==> src/rtl/muldiv_unit_pkg.sv <==
// Shared definitions for the iterative RV32M multiply/divide unit:
// funct3 encodings, iteration count, FSM states and operand signedness helpers.
package muldiv_unit_pkg;

  localparam logic [2:0] MULDIV_OP_MUL    = 3'b000;
  localparam logic [2:0] MULDIV_OP_MULH   = 3'b001;
  localparam logic [2:0] MULDIV_OP_MULHSU = 3'b010;
  localparam logic [2:0] MULDIV_OP_MULHU  = 3'b011;
  localparam logic [2:0] MULDIV_OP_DIV    = 3'b100;
  localparam logic [2:0] MULDIV_OP_DIVU   = 3'b101;
  localparam logic [2:0] MULDIV_OP_REM    = 3'b110;
  localparam logic [2:0] MULDIV_OP_REMU   = 3'b111;

  localparam int MULDIV_ITERS = 32;

  typedef enum logic [1:0] {
    MD_ST_IDLE = 2'd0,
    MD_ST_MUL  = 2'd1,
    MD_ST_DIV  = 2'd2,
    MD_ST_FIN  = 2'd3
  } md_state_e;

  function automatic logic op_signed_a(input logic [2:0] op);
    case (op)
      MULDIV_OP_MULHU, MULDIV_OP_DIVU, MULDIV_OP_REMU: return 1'b0;
      default:                                         return 1'b1;
    endcase
  endfunction

  // MULHSU treats rs2 as unsigned even though rs1 is signed
  function automatic logic op_signed_b(input logic [2:0] op);
    case (op)
      MULDIV_OP_MULHSU, MULDIV_OP_MULHU, MULDIV_OP_DIVU, MULDIV_OP_REMU: return 1'b0;
      default:                                                           return 1'b1;
    endcase
  endfunction

endpackage

==> src/rtl/muldiv_unit_div_step.sv <==
// One restoring-divide iteration: shift the next dividend bit into the partial
// remainder, subtract the divisor when it fits and record the quotient bit.
module muldiv_div_step #(
  parameter int XLEN = 32
) (
  input  logic [XLEN-1:0] rem,
  input  logic [XLEN-1:0] quo,
  input  logic [XLEN-1:0] divisor,
  output logic [XLEN-1:0] rem_next,
  output logic [XLEN-1:0] quo_next
);

  logic [XLEN:0] shifted;
  logic [XLEN:0] diff;

  // partial remainder is always below the divisor, so the borrow is the top bit
  always_comb begin
    shifted = {rem, quo[XLEN-1]};
    diff    = shifted - {1'b0, divisor};
    if (!diff[XLEN]) begin
      rem_next = diff[XLEN-1:0];
      quo_next = {quo[XLEN-2:0], 1'b1};
    end else begin
      rem_next = shifted[XLEN-1:0];
      quo_next = {quo[XLEN-2:0], 1'b0};
    end
  end

endmodule

==> src/rtl/muldiv_unit.sv <==
// Iterative RV32M multiply/divide responder shared by both harts: accepts one
// tagged request at a time and returns a single-cycle done pulse with the result.
module muldiv_unit
  import muldiv_unit_pkg::*;
#(
  parameter int XLEN       = 32,
  parameter int HART_ID_W  = 1,
  parameter int REG_ADDR_W = 5
) (
  input  logic                  clk,
  input  logic                  rst_n,
  input  logic                  muldiv_start,
  input  logic [2:0]            muldiv_op,
  input  logic [XLEN-1:0]       muldiv_a,
  input  logic [XLEN-1:0]       muldiv_b,
  input  logic [HART_ID_W-1:0]  muldiv_hart_id,
  input  logic [REG_ADDR_W-1:0] muldiv_rd,
  output logic                  muldiv_busy,
  output logic                  muldiv_done,
  output logic [XLEN-1:0]       muldiv_result,
  output logic [HART_ID_W-1:0]  muldiv_done_hart_id,
  output logic [REG_ADDR_W-1:0] muldiv_done_rd
);

  localparam logic [5:0] LAST_ITER = 6'(MULDIV_ITERS - 1);

  md_state_e state, state_next;

  logic [2*XLEN-1:0]     acc, mul_next, mul_full;
  logic [XLEN-1:0]       opnd, div_rem_next, div_quo_next, quo_fix, rem_fix, fin_sel;
  logic [XLEN-1:0]       mag_a, mag_b;
  logic [XLEN:0]         mul_sum;
  logic [2:0]            op;
  logic                  neg;
  logic [5:0]            cnt;
  logic [HART_ID_W-1:0]  hart;
  logic [REG_ADDR_W-1:0] rd;
  logic                  accept, sa, sb, is_div, div_zero, div_ovf, special;

  // incoming request decode: magnitudes and the cases that skip iteration
  always_comb begin
    accept   = muldiv_start & ~muldiv_busy;
    sa       = op_signed_a(muldiv_op) & muldiv_a[XLEN-1];
    sb       = op_signed_b(muldiv_op) & muldiv_b[XLEN-1];
    mag_a    = sa ? -muldiv_a : muldiv_a;
    mag_b    = sb ? -muldiv_b : muldiv_b;
    is_div   = muldiv_op[2];
    div_zero = is_div && (muldiv_b == {XLEN{1'b0}});
    div_ovf  = ((muldiv_op == MULDIV_OP_DIV) || (muldiv_op == MULDIV_OP_REM)) &&
               (muldiv_a == {1'b1, {(XLEN-1){1'b0}}}) && (muldiv_b == {XLEN{1'b1}});
    special  = div_zero | div_ovf;
  end

  // next-state logic
  always_comb begin
    state_next = state;
    case (state)
      MD_ST_IDLE: begin
        if (!accept)      state_next = MD_ST_IDLE;
        else if (special) state_next = MD_ST_FIN;
        else if (is_div)  state_next = MD_ST_DIV;
        else              state_next = MD_ST_MUL;
      end
      MD_ST_MUL: state_next = (cnt == LAST_ITER) ? MD_ST_FIN : MD_ST_MUL;
      MD_ST_DIV: state_next = (cnt == LAST_ITER) ? MD_ST_FIN : MD_ST_DIV;
      MD_ST_FIN: state_next = MD_ST_IDLE;
      default:   state_next = MD_ST_IDLE;
    endcase
  end

  // state register
  always_ff @(posedge clk) begin
    if (!rst_n) state <= MD_ST_IDLE;
    else        state <= state_next;
  end

  muldiv_div_step #(.XLEN(XLEN)) u_div_step (
    .rem      (acc[2*XLEN-1:XLEN]),
    .quo      (acc[XLEN-1:0]),
    .divisor  (opnd),
    .rem_next (div_rem_next),
    .quo_next (div_quo_next)
  );

  // shift-add step and final sign fixup / word select
  always_comb begin
    mul_sum  = {1'b0, acc[2*XLEN-1:XLEN]} + (acc[0] ? {1'b0, opnd} : {(XLEN+1){1'b0}});
    mul_next = {mul_sum, acc[XLEN-1:1]};
    mul_full = neg ? -acc : acc;
    quo_fix  = neg ? -acc[XLEN-1:0] : acc[XLEN-1:0];
    rem_fix  = neg ? -acc[2*XLEN-1:XLEN] : acc[2*XLEN-1:XLEN];
    case (op)
      MULDIV_OP_MUL:                                     fin_sel = mul_full[XLEN-1:0];
      MULDIV_OP_MULH, MULDIV_OP_MULHSU, MULDIV_OP_MULHU: fin_sel = mul_full[2*XLEN-1:XLEN];
      MULDIV_OP_DIV, MULDIV_OP_DIVU:                     fin_sel = quo_fix;
      MULDIV_OP_REM, MULDIV_OP_REMU:                     fin_sel = rem_fix;
      default:                                           fin_sel = {XLEN{1'b0}};
    endcase
  end

  // operand capture, iteration and registered outputs
  always_ff @(posedge clk) begin
    if (!rst_n) begin
      acc                 <= '0;
      opnd                <= '0;
      op                  <= 3'b000;
      neg                 <= 1'b0;
      cnt                 <= 6'd0;
      hart                <= '0;
      rd                  <= '0;
      muldiv_busy         <= 1'b0;
      muldiv_done         <= 1'b0;
      muldiv_result       <= '0;
      muldiv_done_hart_id <= '0;
      muldiv_done_rd      <= '0;
    end else begin
      muldiv_busy <= (state_next != MD_ST_IDLE);
      muldiv_done <= (state == MD_ST_FIN);
      case (state)
        MD_ST_IDLE: begin
          if (accept) begin
            op   <= muldiv_op;
            hart <= muldiv_hart_id;
            rd   <= muldiv_rd;
            cnt  <= 6'd0;
            // special cases park the final {rem, quo} directly with no fixup
            if (special) begin
              acc  <= {(div_zero ? muldiv_a : {XLEN{1'b0}}),
                       (div_zero ? {XLEN{1'b1}} : muldiv_a)};
              opnd <= '0;
              neg  <= 1'b0;
            end else if (is_div) begin
              acc  <= {{XLEN{1'b0}}, mag_a};
              opnd <= mag_b;
              neg  <= muldiv_op[1] ? sa : (sa ^ sb);
            end else begin
              acc  <= {{XLEN{1'b0}}, mag_b};
              opnd <= mag_a;
              neg  <= sa ^ sb;
            end
          end
        end
        MD_ST_MUL: begin
          acc <= mul_next;
          cnt <= cnt + 6'd1;
        end
        MD_ST_DIV: begin
          acc <= {div_rem_next, div_quo_next};
          cnt <= cnt + 6'd1;
        end
        MD_ST_FIN: begin
          muldiv_result       <= fin_sel;
          muldiv_done_hart_id <= hart;
          muldiv_done_rd      <= rd;
        end
        default: begin
          cnt <= 6'd0;
        end
      endcase
    end
  end

endmodule
==> config.mk <==
export PLATFORM = sky130hd
export DESIGN_NAME = muldiv_unit
export DESIGN_NICKNAME = d
export VERILOG_FILES = /design/src/rtl/muldiv_unit_pkg.sv /design/src/rtl/muldiv_unit_div_step.sv /design/src/rtl/muldiv_unit.sv
export SDC_FILE = /design/constraint.sdc
export NUM_CORES = 1
export LEC_CHECK = 0
export BUFFER_PORTS_ARGS = -buffer_cell sky130_fd_sc_hd__buf_4
export CAP_MARGIN = 20
export CORE_MARGIN = 1
export CORE_UTILIZATION = 40
export CTS_CLUSTER_DIAMETER = 200
export DETAILED_ROUTE_END_ITERATION = 6
export GPL_TIMING_DRIVEN = 0
export PLACE_DENSITY = 0.59
export SLEW_MARGIN = 20
export SYNTH_ARGS = -nofsm -noshare
export SYNTH_HDL_FRONTEND = slang
export SYNTH_SLANG_ARGS = --single-unit
==> constraint.sdc <==
create_clock -name clk -period 4 [get_ports clk]
set_clock_uncertainty 0.1 [all_clocks]
set_input_delay 0.6 -clock clk [delete_from_list [all_inputs] [get_ports clk]]
set_output_delay 0.6 -clock clk [all_outputs]
set_load 0.01 [all_outputs]
-- Word-level counts from Yosys, hierarchy flattened
Cells that the tools add are included.
W data, S select, Z words.
- add/subtract/negate cells: 8
- eq/ne operators: 20
- multiplexer cells: 30
- bitwise operators: 6
- reduce and logical (&&, ||, !) cells: 19
- operator list (kind ; count):
    $mux W32 ; 11
    $mux W64 ; 3
    $pmux W64 S3 ; 1
    $neg A32 Y32 ; 4
    $pmux W32 S4 ; 1
    $eq A32 B32 Y1 const B ; 2
    $neg A64 Y64 ; 1
    $add A32 B32 Y33 ; 1
    $sub A33 B32 Y33 ; 1
    $logic_not A32 Y1 ; 1
    $eq A3 B3 Y1 const B ; 8
    $eq A3 B2 Y1 const B ; 4
    $pmux W6 S2 ; 1
    $mux W2 ; 4
    $pmux W2 S4 ; 1
    $mux W1 ; 7
    $add A6 B1 Y6 const B ; 1
    $eq A6 B5 Y1 const B ; 1
    $mux W6 ; 1
    $reduce_and A2 Y1 ; 3
    $reduce_or A2 Y1 ; 3
    $reduce_or A3 Y1 ; 2
    $eq A2 B2 Y1 const B ; 2
    $reduce_bool A2 Y1 ; 2
    other kinds (13) ; 17
- register bits after elaboration: 154
- bits of input ports: 76
- output and inout port bits: 40

-- Depth between registers and ports, before layout
Gate-level depths: netlist of run 1.
- word-level depth: 9
- gate-level depth with buffers: 14
- gate-level depth less buffers: 13

-- Cells and area by module
Synthesis of run 1 repeated with hierarchy kept, for this count alone.
- cell total of the unflattened synthesis: 2081
- area, all modules: 15382.3 µm²
- modules (own cells, without submodules) (module ; instances ; cells each ; area an instance (µm²) ; seq. area each (µm²)):
    muldiv_unit ; 1 ; 1745 ; 12791.0 ; 3083.0
    muldiv_div_step ; 1 ; 336 ; 2591.2 ; 0.0

-- Worst setup path after synthesis of run 1
OpenSTA, ideal clock, no wires.
- path type: reg-to-reg
- start: register acc[31]
- end: register acc[38]
- library setup time: 0.124 ns
- data arrival time: 3.372 ns
- data required time: 3.776 ns
- slack: 0.404 ns
- cell stages (with the launch flop): 14
- buffers on the path: 1
- cells stage by stage: dfxtp_1 -> inv_1 -> ha_1 -> fa_1 -> nand2b_1 -> a21o_1 -> a211o_1 -> a211oi_1 -> nor4_1 -> a311oi_2 -> buf_2 -> mux2_2 -> a221oi_1 -> nor3_1
- longest elaborated chain between the ends: 3
- ends and longest elaborated chain (item ; RTL line ; source):
    start, declared ; muldiv_unit.sv:29 ; logic [2*XLEN-1:0] acc, mul_next, mul_full;
    start signal, assigned ; muldiv_unit.sv:128 ; acc <= {(div_zero ? muldiv_a : {XLEN{1'b0}}),
    start signal, assigned ; muldiv_unit.sv:133 ; acc <= {{XLEN{1'b0}}, mag_a};
    start signal, assigned ; muldiv_unit.sv:137 ; acc <= {{XLEN{1'b0}}, mag_b};
    $sub A33 B32 Y33 ; muldiv_unit_div_step.sv:19 ; diff = shifted - {1'b0, divisor};
    $mux W32 ; muldiv_unit_div_step.sv:20 ; if (!diff[XLEN]) begin
    $pmux W64 S3 ; muldiv_unit.sv:119 ; case (state)
No other way between the ends.
A chain may end at the register's enable or synchronous reset.

-- Worst setup path after layout of run 1
- start: input muldiv_a[1]
- end: register acc[20]
- longest elaborated chain between the ends: 7
- ends and longest elaborated chain (item ; RTL line ; source):
    start, declared ; muldiv_unit.sv:14 ; input logic [XLEN-1:0] muldiv_a,
    parallel branches: the longest is 4 deep, another holds $neg A32 Y32 ; - ;
    $mux W64 (*) ; muldiv_unit.sv:127 ; if (special) begin
    $mux W64 (*) ; muldiv_unit.sv:121 ; if (accept) begin
    $pmux W64 S3 (*) ; muldiv_unit.sv:119 ;
Mark *: on every way between the ends. The select of a mux whose other input is x is not followed.

==> results.sh, run 1 <==
export IMPL_die_h_um=196
export IMPL_cap_violations=0
export IMPL_via_per_inst=6.47
export IMPL_num_rows=70
export IMPL_crit_buf_inv=4
export IMPL_synth_ff_type="dfxtp_1"
export IMPL_cts_root_buffer="clkbuf_16"
export IMPL_antenna_found_initial=0
export IMPL_timing_final_crit_share_pct=99.6
export IMPL_max_freq_mhz=251
export IMPL_whs_path_depth=3
export IMPL_synth_edf_count=0
export IMPL_routedWlPerCell_um=26.6
export IMPL_drc_errors=0
export IMPL_irDropWorstVdd_v=0.000431
export IMPL_layout_cells_non_filler=2709
export IMPL_reg2regPathDepth=14
export IMPL_rsz0062_at_grt="false"
export IMPL_critPathMaxStageDelay_ns=0.55
export IMPL_n_antenna_cell=0
export IMPL_portBuffers=113
export IMPL_syn_cell_area_mm2=0.0150
export IMPL_endpoint_kind="flip-flop"
export IMPL_avgSynthCellArea_um2=7.17
export IMPL_cts_hold_buf=0
export IMPL_crit_family="simple AND/OR/NAND/NOR gates"
export IMPL_initial_utilization_pct=40.8
export IMPL_die_w_um=196
export IMPL_worstMarginPinSlew_ns=1.18
export IMPL_dieArea_mm2=0.0383
export IMPL_dp_cells=2672
export IMPL_syn_nets=2245
export IMPL_crit_chain="buf_4 > inv_1 > ha_1 > or3b_2 > or4_4 > or3_1 > buf_2 > nor4_4 > nor2_2 > nand2_4 > buf_6 > o221ai_1 > a22o_1"
export IMPL_synthDistinctLibCells=79
export IMPL_tritoncts="built"
export IMPL_core_area_mm2=0.0368
export IMPL_syn2layout_area_growth_pct=15.2
export IMPL_vias=17500
export IMPL_syn_inst=2091
export IMPL_drt_iter0_drc=2342
export IMPL_setup_viol=0
export IMPL_worstSkewPairLatency_ns=0.46
export IMPL_place_detailed_hpwl_um=56700
export IMPL_first_global_vias=16200
export IMPL_drive_above_1_share_pct=10.4
export IMPL_clk_pin_slew_worst_paths_ns=0.07
export IMPL_grt_usage_pct=37.1
export IMPL_yosysSeqAreaShare_pct=20.6
export IMPL_hold_class="input pin to flip-flop"
export IMPL_maxSlewViolCount=0
export IMPL_grt_max_degree=17
export IMPL_crit_cells=13
export IMPL_antenna_left=0
export IMPL_htreeDepth=4
export IMPL_clockBufferDepth=2
export IMPL_grt_ovfl_total=0
export IMPL_cp_slowest_cell="or4_4"
export IMPL_finalCriticalPeriod_ns=3.98
export IMPL_yosys_register_bits=154
export IMPL_ios=116
export IMPL_cts_buffers=17
export IMPL_synthArstFlopShare_pct=0
export IMPL_final_cell_area_mm2=0.0173
export IMPL_arrival_ns=4.23
export IMPL_status="complete, no violations"
export IMPL_leakage_nw=6.53
export IMPL_drtPass1Iterations=6
export IMPL_final_cell_mix="223 x nand2_1, 208 x a21oi_1, 164 x o21ai_0"
export IMPL_slew_limit_headroom_pct=20.7
export IMPL_layout_commonest_cell="nand2_1"
export IMPL_gp_congestion=1.06
export IMPL_clock_sinks=154
export IMPL_nets=2382
export IMPL_hold_viol_final=0
export IMPL_dpl_cell_area_mm2=0.0164
export IMPL_routed_wl_um=72100
export IMPL_grt_pass1_wl_um=105000
export IMPL_synth_warnings=0
export IMPL_worstPathRequired_ns=4.25
export IMPL_p_per_area_mw_per_mm2=847
export IMPL_setup_worst_path_class="input pin to flip-flop"
export IMPL_startpoint_type="input pin"
export IMPL_critPathMaxFanout=10
==> per-layer routing <==
layer / part of all wire, % / global-route usage, % / wire, um
met4: 5.0 / 17.4 / 3630
met1: 42 / 49.5 / 30400
met5: 0 / 0 / 0
met3: 9.4 / 6.72 / 6760
met2: 43 / 57.5 / 31300
==> cell usage after synthesis (16+ instances only) <==
cell	n	area share (%)
a211oi_1	24	1.2
a21boi_0	30	1.5
a21o_1	21	1.1
a21oi_1	208	6.9
a221oi_1	27	1.6
a22o_1	20	1.2
a22oi_1	46	2.3
a31oi_1	34	1.4
clkbuf_1	139	3.5
dfxtp_1	154	21
ha_1	76	6.3
inv_1	69	1.7
mux2_2	18	1.4
mux2i_1	21	1.4
nand2_1	223	5.6
nand2b_1	18	0.75
nand3_1	52	1.7
nand4_1	23	0.96
nor2_1	150	3.8
nor2b_1	41	1.7
nor3_1	42	1.4
o211ai_1	41	2.1
o21a_1	18	0.90
o21ai_0	166	5.5
o22ai_1	16	0.67
o31ai_1	30	1.5
o41ai_1	17	0.99
or3_1	18	0.75
or4_1	16	0.80
xnor2_1	91	5.3
xor2_1	76	4.4
==> timing repair <==
item,4_1_cts,5_1_grt
gates resized for setup,13,27
pin swaps,1,3
setup buffers,4,2
cloned,0,0
endpoints found under the setup margin,33,38
==> flip-flops by register name, indices dropped and copies added (netlist names) <==
signal,count
muldiv_done_hart_id,1
muldiv_done,1
acc,64
op,3
neg,1
muldiv_result,32
hart,1
muldiv_done_rd,5
muldiv_busy,1
state,2
rd,5
opnd,32
cnt,6
==> path summary, 6_finish.rpt <==
kind	slack [ns]	end	start
worst max-delay path	0.02	acc[20]	muldiv_a[1]
worst min-delay path	0.31	rd[2]	muldiv_rd[2]
worst max register to register	0.09	acc[61]	acc[31]
worst min register to register	0.37	rd[2]	rd[2]
==> worst reg2reg max path, delay by kind of cell (launching register included) <==
kind / cells / cell delay, ns
DFF: 1 / 0.39
AOI/OAI and AO/OA: 6 / 1.59
and+or+nand+nor: 3 / 0.68
adders and majority gates: 2 / 0.63
buffers and inverters: 3 / 0.41
==> report_power, final <==
| group | leakage (nW) | switching (W) | internal, W | total (W) |
|---|---|---|---|---|
| Sequential | 1.26 | 0.000628 | 0.00197 | 0.00260 |
| Combinational | 4.97 | 0.00673 | 0.00349 | 0.0102 |
| Clock | 0.307 | 0.000806 | 0.00101 | 0.00182 |
==> area by class of cell <==
| cell class | instances | area, um^2 |
|---|---|---|
| plain buffers | 156 | 621 |
| clock buffers | 18 | 429 |
| clock inverters | 14 | 200 |
| fillers | 3861 | 19500 |
| inverters | 71 | 270 |
| multi-input cells | 1709 | 11200 |
| flip-flops and latches | 154 | 3090 |
| well taps | 468 | 586 |
| repair buffers | 119 | 893 |
==> per-stage QoR <==
stage	utilization, %	power (W)	TNS (ns)	setup WS (ns)	hold WS [ns]
6_report	47.0	0.0146	0	0.0155	0.305
5_1_grt	47.0	0.0154	0	0.00101	0.313
4_1_cts	46.6	0.0141	-0.169	-0.0574	0.297
3_5_place_dp	44.7	0.0121	-30.42	-0.966	0.357
3_3_place_gp	44.7	0.0120	-28.63	-0.924	0.349
2_1_floorplan	-	0.00874	0	0.404	0.341
==> logic make-up (layout without fill, tap and decap cells) <==
kind of cell | count (synthesis) | after routing | share of synthesized area [%]
buffers and inverters | 228 | 378 | 5.82
AND/OR/NAND/NOR | 660 | 660 | 21.4
flip-flops | 154 | 154 | 20.6
multiplexers | 39 | 39 | 2.75
XOR/XNOR | 167 | 167 | 9.75
AO/OA/AOI/OAI | 765 | 765 | 33.1
adder cells (fa/ha/maj) | 78 | 78 | 6.61
No activity file was read; power rests on OpenSTA's default activity.
==> inputs of run 2 (changes only) <==
ABC_AREA = 1   (was not set)
==> run 2 against run 1 <==
Core utilization shrank 1.5 points. Wire length is 31% higher. Synthesized area is 19% higher. Clock power decreased by 5%. Critical path depth is 6 higher. Sequential power fell by 27%. Critical path type is now flip-flop to flip-flop. Largest power group unchanged. Highest routed layer unchanged.
==> results.sh, run 2 <==
export IMPL_status="complete, no violations"
export IMPL_r2r_end="acc[61]"
export IMPL_core_area_mm2=0.0442
export IMPL_synth_top_area_share_pct=19.4
export IMPL_yosys_register_bits=154
export IMPL_clk_pin_slew_worst_paths_ns=0.08
export IMPL_avgSynthCellArea_um2=5.55
export IMPL_synth_adder_area_share_pct=5.54
export IMPL_clock_sinks=154
export IMPL_critPathMaxFanout=19
export IMPL_drt_iter0_drc=3194
export IMPL_setup_worst_path_class="flip-flop to flip-flop"
export IMPL_yosys_top_cells_count="926 x nand2_1, 433 x inv_1, 349 x nor2_1"
export IMPL_arrival_ns=4.13
export IMPL_endpoint_kind="flip-flop"
export IMPL_synth_most_common_cell="nand2_1"
export IMPL_synth_xor_area_share_pct=4.11
export IMPL_die_h_um=214
export IMPL_dpl_cell_area_mm2=0.0195
export IMPL_dieArea_mm2=0.0456
export IMPL_syn_inst=3226
export IMPL_worstSkewPairLatency_ns=0.48
export IMPL_startpoint_type="flip-flop"
export IMPL_whs_path_depth=3
export IMPL_synth_warnings=0
export IMPL_crit_start="acc[0]"
export IMPL_final_cell_area_mm2=0.0201
export IMPL_synth_mux_area_share_pct=0
export IMPL_slew_limit_headroom_pct=25.2
export IMPL_grt_max_degree=20
export IMPL_yosys_area_share_simple_pct=40.6
export IMPL_hold_class="input pin to flip-flop"
export IMPL_p_per_area_mw_per_mm2=367
export IMPL_leakage_nw=9.93
export IMPL_synthDistinctLibCells=57
export IMPL_finalCriticalPeriod_ns=3.84
export IMPL_worstPathRequired_ns=4.29
export IMPL_p_total_w=0.00739
export IMPL_antenna_found_initial=1
export IMPL_grt_pass1_wl_um=135000
export IMPL_worstMarginPinSlew_ns=1.12
export IMPL_syn_cell_area_mm2=0.0179
export IMPL_synth_edf_count=0
export IMPL_rsz0062_at_grt="false"
export IMPL_tritoncts="built"
export IMPL_cp_endpoint="acc[61]"
export IMPL_num_rows=77
export IMPL_synth_area_leaders="nand2_1 19%, dfxtp_1 17%, inv_1 9.1%, nand3_1 7.4%, nor2_1 7.3%"
export IMPL_syn_nets=3380
export IMPL_cts_root_buffer="clkbuf_16"
export IMPL_irDropWorstVdd_v=0.000292
export IMPL_max_freq_mhz=261
export IMPL_via_per_inst=5.84
export IMPL_routedWlPerCell_um=23.8
export IMPL_die_w_um=214
export IMPL_first_global_vias=20900
export IMPL_r2r_start="acc[0]"
export IMPL_reg2regPathDepth=19
export IMPL_antenna_left=0
export IMPL_place_detailed_hpwl_um=79700
export IMPL_grt_ovfl_total=0
export IMPL_cts_buffers=17
export IMPL_clockBufferDepth=2
export IMPL_synthArstFlopShare_pct=0
export IMPL_reg_largest_list="acc x64, muldiv_result x32, opnd x32"
export IMPL_ios=116
export IMPL_drtPass1Iterations=6
export IMPL_synth_top_family_by_area="simple AND/OR/NAND/NOR gates"
export IMPL_synth_ff_type="dfxtp_1"
export IMPL_drc_errors=0
export IMPL_final_cell_mix="926 x nand2_1, 433 x inv_1, 348 x nor2_1"
export IMPL_grt_usage_pct=41.1
export IMPL_regMostFlops="acc"
export IMPL_yosys_area_top_type="nand2_1"
export IMPL_timing_final_crit_share_pct=96.0
export IMPL_htreeDepth=4
export IMPL_yosysSeqAreaShare_pct=17.2
export IMPL_drive_above_1_share_pct=7.65
export IMPL_gp_congestion=1.05
export IMPL_initial_utilization_pct=40.5
export IMPL_routed_wl_um=94500
export IMPL_layout_commonest_cell="nand2_1"
export IMPL_setup_viol=0
export IMPL_syn2layout_area_growth_pct=12.4
export IMPL_synth_compound_area_share_pct=20.4
export IMPL_vias=23100
export IMPL_reg2reg_setup_slack_ns=0.16
export IMPL_nets=3513
export IMPL_hold_viol_final=0
export IMPL_portBuffers=115
export IMPL_maxSlewViolCount=0
export IMPL_cap_violations=0
export IMPL_largest_reg_flops=64
export IMPL_cts_hold_buf=0
==> run 2: changes by cell type after synthesis, moves of 44 or more <==
cell and delta:
nor2_1 +199, nand3_1 +211, o21ai_0 +53, xnor2_1 -75
nand2_1 +703, inv_1 +364, a21oi_1 +53, clkbuf_1 -61
a22oi_1 -44
==> run 2: how the worst min path moves through the flow <==
stage,startpoint,to,slack (ns)
after detailed placement,rd[4],muldiv_done_rd[4],0.35
after global placement,hart,muldiv_done_hart_id,0.35
final,muldiv_rd[0],rd[0],0.25
after global routing,muldiv_rd[0],rd[0],0.24
after floorplan,hart,hart,0.33
after CTS,muldiv_rd[0],rd[0],0.24
==> run 2: metal layers <==
| metal | track usage, % | wire (um) | part of all wire (%) |
|---|---|---|---|
| met3 | 10.3 | 10400 | 11 |
| met4 | 21.8 | 5760 | 6.1 |
| met5 | 0 | 0 | 0 |
| met1 | 54.1 | 39000 | 41 |
| met2 | 61.4 | 39300 | 42 |
==> run 2: area by class of cell <==
class,count,area (um^2)
Buffer,113,494
Multi-Input combinational cell,2510,12600
Inverter,448,1680
Clock buffer,17,425
Antenna cell,1,2.50
Timing Repair Buffer,115,863
Tap cell,592,741
Sequential cell,154,3080
Fill cell,4960,24100
Clock inverter,15,190
==> run 2: logic make-up after synthesis <==
logic type | after synthesis
AO/OA/AOI/OAI | 640
XOR/XNOR | 84
adder cells (fa/ha/maj) | 78
AND/OR/NAND/NOR | 1708
buffers and inverters | 562
flip-flops | 154
==> run 2: timing repair <==
item,CTS,global route
gates resized for setup,0,1
pin swaps,0,0
setup endpoints to repair,6,3
setup buffers,0,0
==> run 2: metrics by stage <==
stage                     std cells  worst slack [ns]  TNS (ns)  util [%]  hold WS [ns]
final                          3965             0.162         0      45.5         0.247
after global routing           3965            0.0843         0      45.5         0.242
after CTS                      3964             0.220         0      45.5         0.237
after detailed placement       3933            -0.200    -0.528      44.1         0.351
after global placement         3933            -0.138    -0.227      44.1         0.348
after floorplan                3226              1.28         0         -         0.330
==> run 2: worst max-delay path, cell delays in order, from the launching register on <==
cell      delay [ns]
dfxtp_1         0.34
clkbuf_4        0.37
nand2_1         0.09
inv_1           0.07
ha_1            0.33
inv_1           0.10
fa_1            0.37
inv_1           0.24
nand3_1         0.14
nand2_1         0.23
nand3_1         0.10
nand2_1         0.15
nand3_1         0.09
nand2_1         0.19
nand2_1         0.11
nand3_1         0.09
nand3_1         0.23
nand3_1         0.18
nand2_1         0.07
a21oi_1         0.15
==> run 2: report_power, final <==
group / internal [W] / leakage (nW) / switching, W
sequential: 0.00165 / 1.26 / 0.000234
combinational: 0.00109 / 8.38 / 0.00268
clock: 0.000852 / 0.296 / 0.000877
